[src/rtl/hazard_stall_unit_pkg.sv]
// Shared pipeline-control definitions: opcodes, hazard FSM encoding, NOP word.
// Imported by hazard_stall_unit and forward_unit.
package hazard_stall_unit_pkg;

  localparam int INSTR_W = 16;
  localparam int OPC_W   = 5;
  localparam int REG_W   = 3;

  // Opcodes that matter to hazard and forwarding decisions
  localparam logic [OPC_W-1:0] OP_HALT = 5'b00000;
  localparam logic [OPC_W-1:0] OP_NOP  = 5'b00001;
  localparam logic [OPC_W-1:0] OP_LD   = 5'b10001;
  localparam logic [OPC_W-1:0] OP_STU  = 5'b10011;
  localparam logic [OPC_W-1:0] OP_LBI  = 5'b11000;
  localparam logic [OPC_W-1:0] OP_SLBI = 5'b10010;
  localparam logic [OPC_W-1:0] OP_JAL  = 5'b00110;
  localparam logic [OPC_W-1:0] OP_JALR = 5'b00111;

  // Word loaded into a pipeline register when it is bubbled or flushed
  localparam logic [INSTR_W-1:0] NOP_INSTR = {OP_NOP, 11'd0};

  typedef enum logic [1:0] {
    ST_RUN   = 2'd0,
    ST_LDUSE = 2'd1,
    ST_HALT  = 2'd2
  } hsu_state_e;

  // True when a source operand is actually read and names the given register
  function automatic logic reg_match(input logic used,
                                     input logic [REG_W-1:0] src,
                                     input logic [REG_W-1:0] dst);
    return used && (src == dst);
  endfunction

endpackage

[src/rtl/hazard_stall_unit_sat.sv]
// Saturating up-counter with synchronous active-high reset.
module sat_counter #(
  parameter int CNT_W = 16
) (
  input  logic             clk,
  input  logic             rst,
  input  logic             en,
  output logic [CNT_W-1:0] cnt
);

  logic [CNT_W-1:0] cnt_q;
  logic [CNT_W-1:0] cnt_d;

  // Next count: hold at all-ones instead of wrapping
  always_comb begin
    // NOTE: every combinational output gets a default first so no path leaves it unassigned (no latch).
    cnt_d = cnt_q;
    if (en && (cnt_q != '1)) begin
      cnt_d = cnt_q + 1'b1;
    end
  end

  // Count register
  always_ff @(posedge clk) begin
    // NOTE: sequential state uses non-blocking assignment so all flops update from pre-edge values.
    if (rst) begin
      cnt_q <= '0;
    end else begin
      cnt_q <= cnt_d;
    end
  end

  assign cnt = cnt_q;

endmodule

[src/rtl/hazard_stall_unit.sv]
// Per-cycle pipeline control: load-use stall, branch flush, memory-busy freeze,
// sticky HALT, plus a saturating stall-cycle counter for performance debug.
module hazard_stall_unit
  import hazard_stall_unit_pkg::*;
#(
  parameter int LDUSE_CYCLES = 1,
  parameter int CNT_W        = 16
) (
  input  logic             clk,
  input  logic             rst,
  input  logic             valid_d,
  input  logic [REG_W-1:0] rs_d,
  input  logic [REG_W-1:0] rt_d,
  input  logic             use_rs_d,
  input  logic             use_rt_d,
  input  logic [REG_W-1:0] dest_e,
  input  logic             dest_valid_e,
  input  logic             mem_read_ex,
  input  logic             br_taken_e,
  input  logic             halt_m,
  input  logic             mem_busy,
  output logic             stall_fd,
  output logic             bubble_de,
  output logic             flush_fd,
  output logic             flush_de,
  output logic             freeze_all,
  output logic             halted,
  output logic [CNT_W-1:0] stall_cnt
);

  // Extra bubbles still owed after the first one, loaded on hazard detection
  localparam logic [1:0] LDUSE_RELOAD = 2'(LDUSE_CYCLES - 1);

  hsu_state_e state_q, state_d;
  logic [1:0] ldcnt_q, ldcnt_d;
  logic       hazard;

  // Load in execute feeding a register that decode is about to read
  assign hazard = valid_d && mem_read_ex && dest_valid_e &&
                  (reg_match(use_rs_d, rs_d, dest_e) || reg_match(use_rt_d, rt_d, dest_e));

  // Next state and control outputs, in priority HALT > busy > branch > load-use > advance
  always_comb begin
    state_d    = state_q;
    ldcnt_d    = ldcnt_q;
    stall_fd   = 1'b0;
    bubble_de  = 1'b0;
    flush_fd   = 1'b0;
    flush_de   = 1'b0;
    freeze_all = 1'b0;
    halted     = 1'b0;

    if (!rst) begin
      if (state_q == ST_HALT) begin
        halted     = 1'b1;
        freeze_all = 1'b1;
        stall_fd   = 1'b1;
      end else if (halt_m && !mem_busy) begin
        // HALT is retiring: fetch nothing more, let the back end drain it
        stall_fd = 1'b1;
        state_d  = ST_HALT;
        ldcnt_d  = 2'd0;
      end else if (mem_busy) begin
        // Whole pipe waits on data memory; pending load-use work is kept
        freeze_all = 1'b1;
        stall_fd   = 1'b1;
      end else if (br_taken_e) begin
        // Decode holds wrong-path work, so any pending load-use is moot
        flush_fd = 1'b1;
        flush_de = 1'b1;
        state_d  = ST_RUN;
        ldcnt_d  = 2'd0;
      end else if (state_q == ST_LDUSE) begin
        stall_fd  = 1'b1;
        bubble_de = 1'b1;
        ldcnt_d   = ldcnt_q - 2'd1;
        if (ldcnt_q == 2'd1) begin
          state_d = ST_RUN;
        end
      end else if (hazard) begin
        stall_fd  = 1'b1;
        bubble_de = 1'b1;
        if (LDUSE_CYCLES > 1) begin
          state_d = ST_LDUSE;
          ldcnt_d = LDUSE_RELOAD;
        end
      end
    end
  end

  // FSM state and load-use countdown registers
  always_ff @(posedge clk) begin
    if (rst) begin
      state_q <= ST_RUN;
      ldcnt_q <= 2'd0;
    end else begin
      state_q <= state_d;
      ldcnt_q <= ldcnt_d;
    end
  end

  sat_counter #(
    .CNT_W(CNT_W)
  ) u_stall_cnt (
    .clk(clk),
    .rst(rst),
    .en ((stall_fd || freeze_all) && !halted),
    .cnt(stall_cnt)
  );

endmodule

[config.mk]
export PLATFORM = sky130hd
export DESIGN_NAME = hazard_stall_unit
export DESIGN_NICKNAME = d
export VERILOG_FILES = /design/src/rtl/hazard_stall_unit_pkg.sv /design/src/rtl/hazard_stall_unit_sat.sv /design/src/rtl/hazard_stall_unit.sv
export SDC_FILE = /design/constraint.sdc
export NUM_CORES = 1
export LEC_CHECK = 0
export BUFFER_PORTS_ARGS = -buffer_cell sky130_fd_sc_hd__buf_2
export CAP_MARGIN = 20
export CORE_MARGIN = 2
export CORE_UTILIZATION = 49
export DETAILED_ROUTE_END_ITERATION = 12
export PLACE_DENSITY = 0.87
export SLEW_MARGIN = 20
export SYNTH_ARGS = -nofsm -noshare
export SYNTH_HDL_FRONTEND = slang
export SYNTH_SLANG_ARGS = --single-unit
[constraint.sdc]
create_clock -name clk -period 2.45 [get_ports clk]
set_input_delay 0.49 -clock clk [delete_from_list [all_inputs] [get_ports clk]]
set_output_delay 0.49 -clock clk [all_outputs]
set_load 0.02 [all_outputs]
Word-level counts from Yosys, hierarchy flattened
Index checks and enable logic that the tools add are counted.

Add/subtract/negate cells: 2. Multipliers: 0. Div/mod/pow operators: 0. $lt $le $gt $ge: 0. Equality and inequality tests: 7. Shift-type cells: 0. Muxes and demuxes: 31. Bitwise logic cells: 1. Reduce and logical (&&, ||, !) cells: 16.

Operators with widths (count): $mux W1 (22); $mux W2 (9); $add A16 B1 Y16 const B (1); $ne A16 B16 Y1 const B (1); $logic_and A1 B1 Y1 (8); $eq A3 B3 Y1 (2); $reduce_bool A3 Y1 (2); $eq A2 B1 Y1 const B (2); $reduce_and A4 Y1 (1); $reduce_and A3 Y1 (1); $eq A2 B2 Y1 const B (1); $logic_not A1 Y1 (2); $logic_or A1 B1 Y1 (2); $ne A2 B1 Y1 const B (1); $sub A2 B1 Y2 const B (1); $not A1 Y1 (1).

Flip-flop bits (word level): 20. Bits in latches: 0. RAM bits: 0. Bits in read-only memories: 0. Input bits: 19. Word-level logic and storage cells: 60. Memories kept: 0.

Longest topological paths before layout
Word-level depth: 14. Gate-level depth with buffers: 6. Depth with buffers taken out: 6.

Cells and area by module
From an unflattened synthesis, not the netlist that was laid out.

Cells, all modules: 124. Area, all modules: 1031.0 um^2.

By module, submodules not included: sat_counter (instances 1, cells each 99, area each 848.3 um^2); hazard_stall_unit (instances 1, cells each 25, area each 182.7 um^2).

Least setup slack after synthesis
OpenSTA, ideal clock, no wires.

Path kind: in2out. From: input halt_m. To: output flush_fd. Arrival: 1832 ps. Slack: 128 ps. Stages: 4. Cell sequence: or3_1 > clkbuf_1 > nor3b_1 > buf_4.

Longest elaborated chain between the ends: 4.

RTL lines: start: declaration (RTL line hazard_stall_unit.sv:20) `input logic halt_m,`; $logic_and A1 B1 Y1 (RTL line hazard_stall_unit.sv:58) `end else if (halt_m && !mem_busy) begin`; $mux W1 (3 in a row); end: declaration (RTL line hazard_stall_unit.sv:24) `output logic flush_fd,`.

No other way between the ends.

Final worst setup path
From: register state_q[1]. To: output flush_de.

Longest elaborated chain between the ends: 3.

RTL lines: start: declaration (RTL line hazard_stall_unit.sv:34) `hsu_state_e state_q, state_d;`; start signal: assignment (RTL line hazard_stall_unit.sv:97) `state_q <= state_d;`; $eq A2 B2 Y1 (RTL line hazard_stall_unit.sv:54) `if (state_q == ST_HALT) begin`; $mux W1 (RTL line hazard_stall_unit.sv:54); $mux W1 (RTL line hazard_stall_unit.sv:53) `if (!rst) begin`; end: declaration (RTL line hazard_stall_unit.sv:25) `output logic flush_de,`.

No other way between the ends.

==> results.sh <==
export IMPL_dominantRegCellSynth="dfxtp_1"
export IMPL_syn2layout_area_growth_pct=19.0
export IMPL_avgSynthCellArea_sq_um=8.66
export IMPL_clk_path_buf_depth=2
export IMPL_grt_usage=0.210
export IMPL_dp_hpwl_mm=2.08
export IMPL_grt_pass1_wl_mm=4.46
export IMPL_hold_class="input pin to flip-flop"
export IMPL_worst_slack_ps=142
export IMPL_drv_cap=0
export IMPL_hold_worst_slack_ps=439
export IMPL_skew_ps=10.7
export IMPL_cp_required_ps=1960
export IMPL_min_delay_start="halt_m"
export IMPL_finalSetupTns_ps=0
export IMPL_max_freq_mhz=433
export IMPL_dr_pass1_iters=4
export IMPL_grtUsageMet1=0.244
export IMPL_die_area_sq_mm=0.00285
export IMPL_portBuffers=40
export IMPL_htreeDepth=1
export IMPL_slew_limit_headroom=0.622
export IMPL_first_iter_violations=17
export IMPL_gr_max_usage_layer="met2"
export IMPL_place_congestion=0.816
export IMPL_maxSlewViolCount=0
export IMPL_wirelength_mm=2.82
export IMPL_coreArea_sq_mm=0.00225
export IMPL_synthCells=138
export IMPL_worst_pin_slew_ps=567
export IMPL_place_area_sq_mm=0.00140
export IMPL_worstSetupStartpoint="state_q[1]"
export IMPL_cts_sinks=17
export IMPL_post_cts_resized=0
export IMPL_synth_edf_count=0
export IMPL_setup_viol_count_final=0
export IMPL_cts_tree="built"
export IMPL_finalCritPeriodShare=0.942
export IMPL_power_uw=541
export IMPL_pin_count=41
export IMPL_vias=1189
export IMPL_vdd_drop_max_uv=391
export IMPL_powerDensity_mw_per_mm2=381
export IMPL_min_period_ps=2310
export IMPL_pre_cts_slack_ps=103
export IMPL_crit_path_end_kind="primary output"
export IMPL_synthesis_area_sq_mm=0.00119
export IMPL_synth_fp_nets=158
export IMPL_crit_type="flip-flop to primary output"
export IMPL_detail_route_antenna_nets=0
export IMPL_cts_root_buf="clkbuf_4"
export IMPL_cts_reportedPaths_clkPinSlew_ps=100
export IMPL_post_cts_buffers=0
export IMPL_post_drt_wl_per_cell_um=13.9
export IMPL_clk_latency_ps=300
export IMPL_numCtsBuffers=3
export IMPL_grt_max_degree=35
export IMPL_dieWidth_um=53.4
export IMPL_ys_seq_area_frac=0.285
export IMPL_die_y_um=53.4
export IMPL_start_util=0.530
export IMPL_synth_async_sr_flop_share=0
export IMPL_yosysWarnings=0
export IMPL_timing_final_hold_violations=0
export IMPL_via_per_inst=5.86
export IMPL_hold_buffers=0
export IMPL_rsz0062_at_grt="false"
export IMPL_globalRouteMet3Util=0.0339
export IMPL_rows=17
export IMPL_drive_gt1_frac=0.349
export IMPL_timing_rr_start="u_stall_cnt.cnt[0]"
export IMPL_postLayoutCellArea_sq_mm=0.00142
export IMPL_n_antenna_cell=0
export IMPL_drc=0
export IMPL_grt_overflow_total=0
export IMPL_p_leak_nw=0.608
export IMPL_nets=196
export IMPL_use_met2=0.387
export IMPL_ys_seq_elements=17
export IMPL_run_status="complete, no violations"
export IMPL_critPathLaunchType="flip-flop"
export IMPL_grt_pass1_vias=1036
export IMPL_netlist_cell_type_count=40
export IMPL_crit_arrival_ps=1820
export IMPL_antenna_found_initial=0
export IMPL_worstPathMaxFanout=15
-- critical path, cell delays in order (launching register included) --
cell	delay [ps]
dfxtp_1	480
or3_1	550
nor3b_1	280
buf_2	210
-- synthesized netlist by cell type (all sizes together), types with 3 or more instances --
master	number	area share
nor2	17	0.053
nand2	3	0.0094
xnor2	6	0.044
o21ai	3	0.013
a2111oi	5	0.052
nor2b	12	0.063
and3	3	0.016
a21oi	7	0.029
and2	4	0.023
nand4	4	0.034
dfxtp	17	0.28
inv	4	0.013
o211ai	3	0.019
buf	4	0.023
nand3	6	0.025
a211oi	6	0.038
mux2	12	0.11
clkbuf	4	0.013
-- cell type report --
class,instances,area [sq um]
clock buffer,4,26.3
inverter,4,15.0
fill,217,833
timing repair buffer,41,208
sequential,17,340
tap,28,35.0
multi-input combinational,109,797
-- placed cells by master (no fill, tap or decap), drive strengths merged, types with 2 or more instances in the layout --
cell     count
o211ai       3
inv          4
nand4        4
o21ai        3
a211oi       6
and2         4
nor3         2
nor2b       12
xnor2        6
nand2        3
mux2        12
a2111oi      5
a21oi        7
or3          2
buf         41
and3         3
dfxtp       17
nand3b       2
nand3        6
nor2        17
clkbuf       4
-- worst paths after layout --
kind / end / slack (ps) / cells after the start
max reg2reg: u_stall_cnt.cnt[7] / 310 / 6
max: flush_de / 140 / 3
min: state_q[1] / 440 / 3
min reg2reg: u_stall_cnt.cnt[12] / 530 / 2
-- through the flow --
step | utilization | instances
after global routing | 0.630 | 203
after global placement | 0.619 | 199
after detailed placement | 0.619 | 199
after floorplan | - | 138
after CTS | 0.630 | 203
final | 0.630 | 203
-- flip-flops by register name, summed over array words and instances (netlist names) --
signal and cells:
state_q 1, u_stall_cnt.cnt 16
-- power by group --
group          internal [mW]  switching, mW
Clock                 0.0634         0.0897
Combinational         0.0399         0.0550
Sequential             0.282         0.0111
-- cells by family (layout without fill, tap and decap cells) --
logic type / after synthesis / after routing / share of synthesized area
AOI/OAI and AO/OA: 31 / 31 / 0.216
xor gates and xnor gates: 6 / 6 / 0.0440
adders and majority gates: 1 / 1 / 0.0105
buffers and inverters: 12 / 49 / 0.0482
DFF: 17 / 17 / 0.285
muxes: 12 / 12 / 0.113
and+or+nand+nor: 59 / 59 / 0.284
-- layer usage --
layer | part of all wire | vias up
met5 | 0 | -
met4 | 0.011 | 0
met3 | 0.065 | 6
met2 | 0.49 | 43
met1 | 0.43 | 561
li1 | - | 579
No activity file was read; power rests on OpenSTA's default activity.
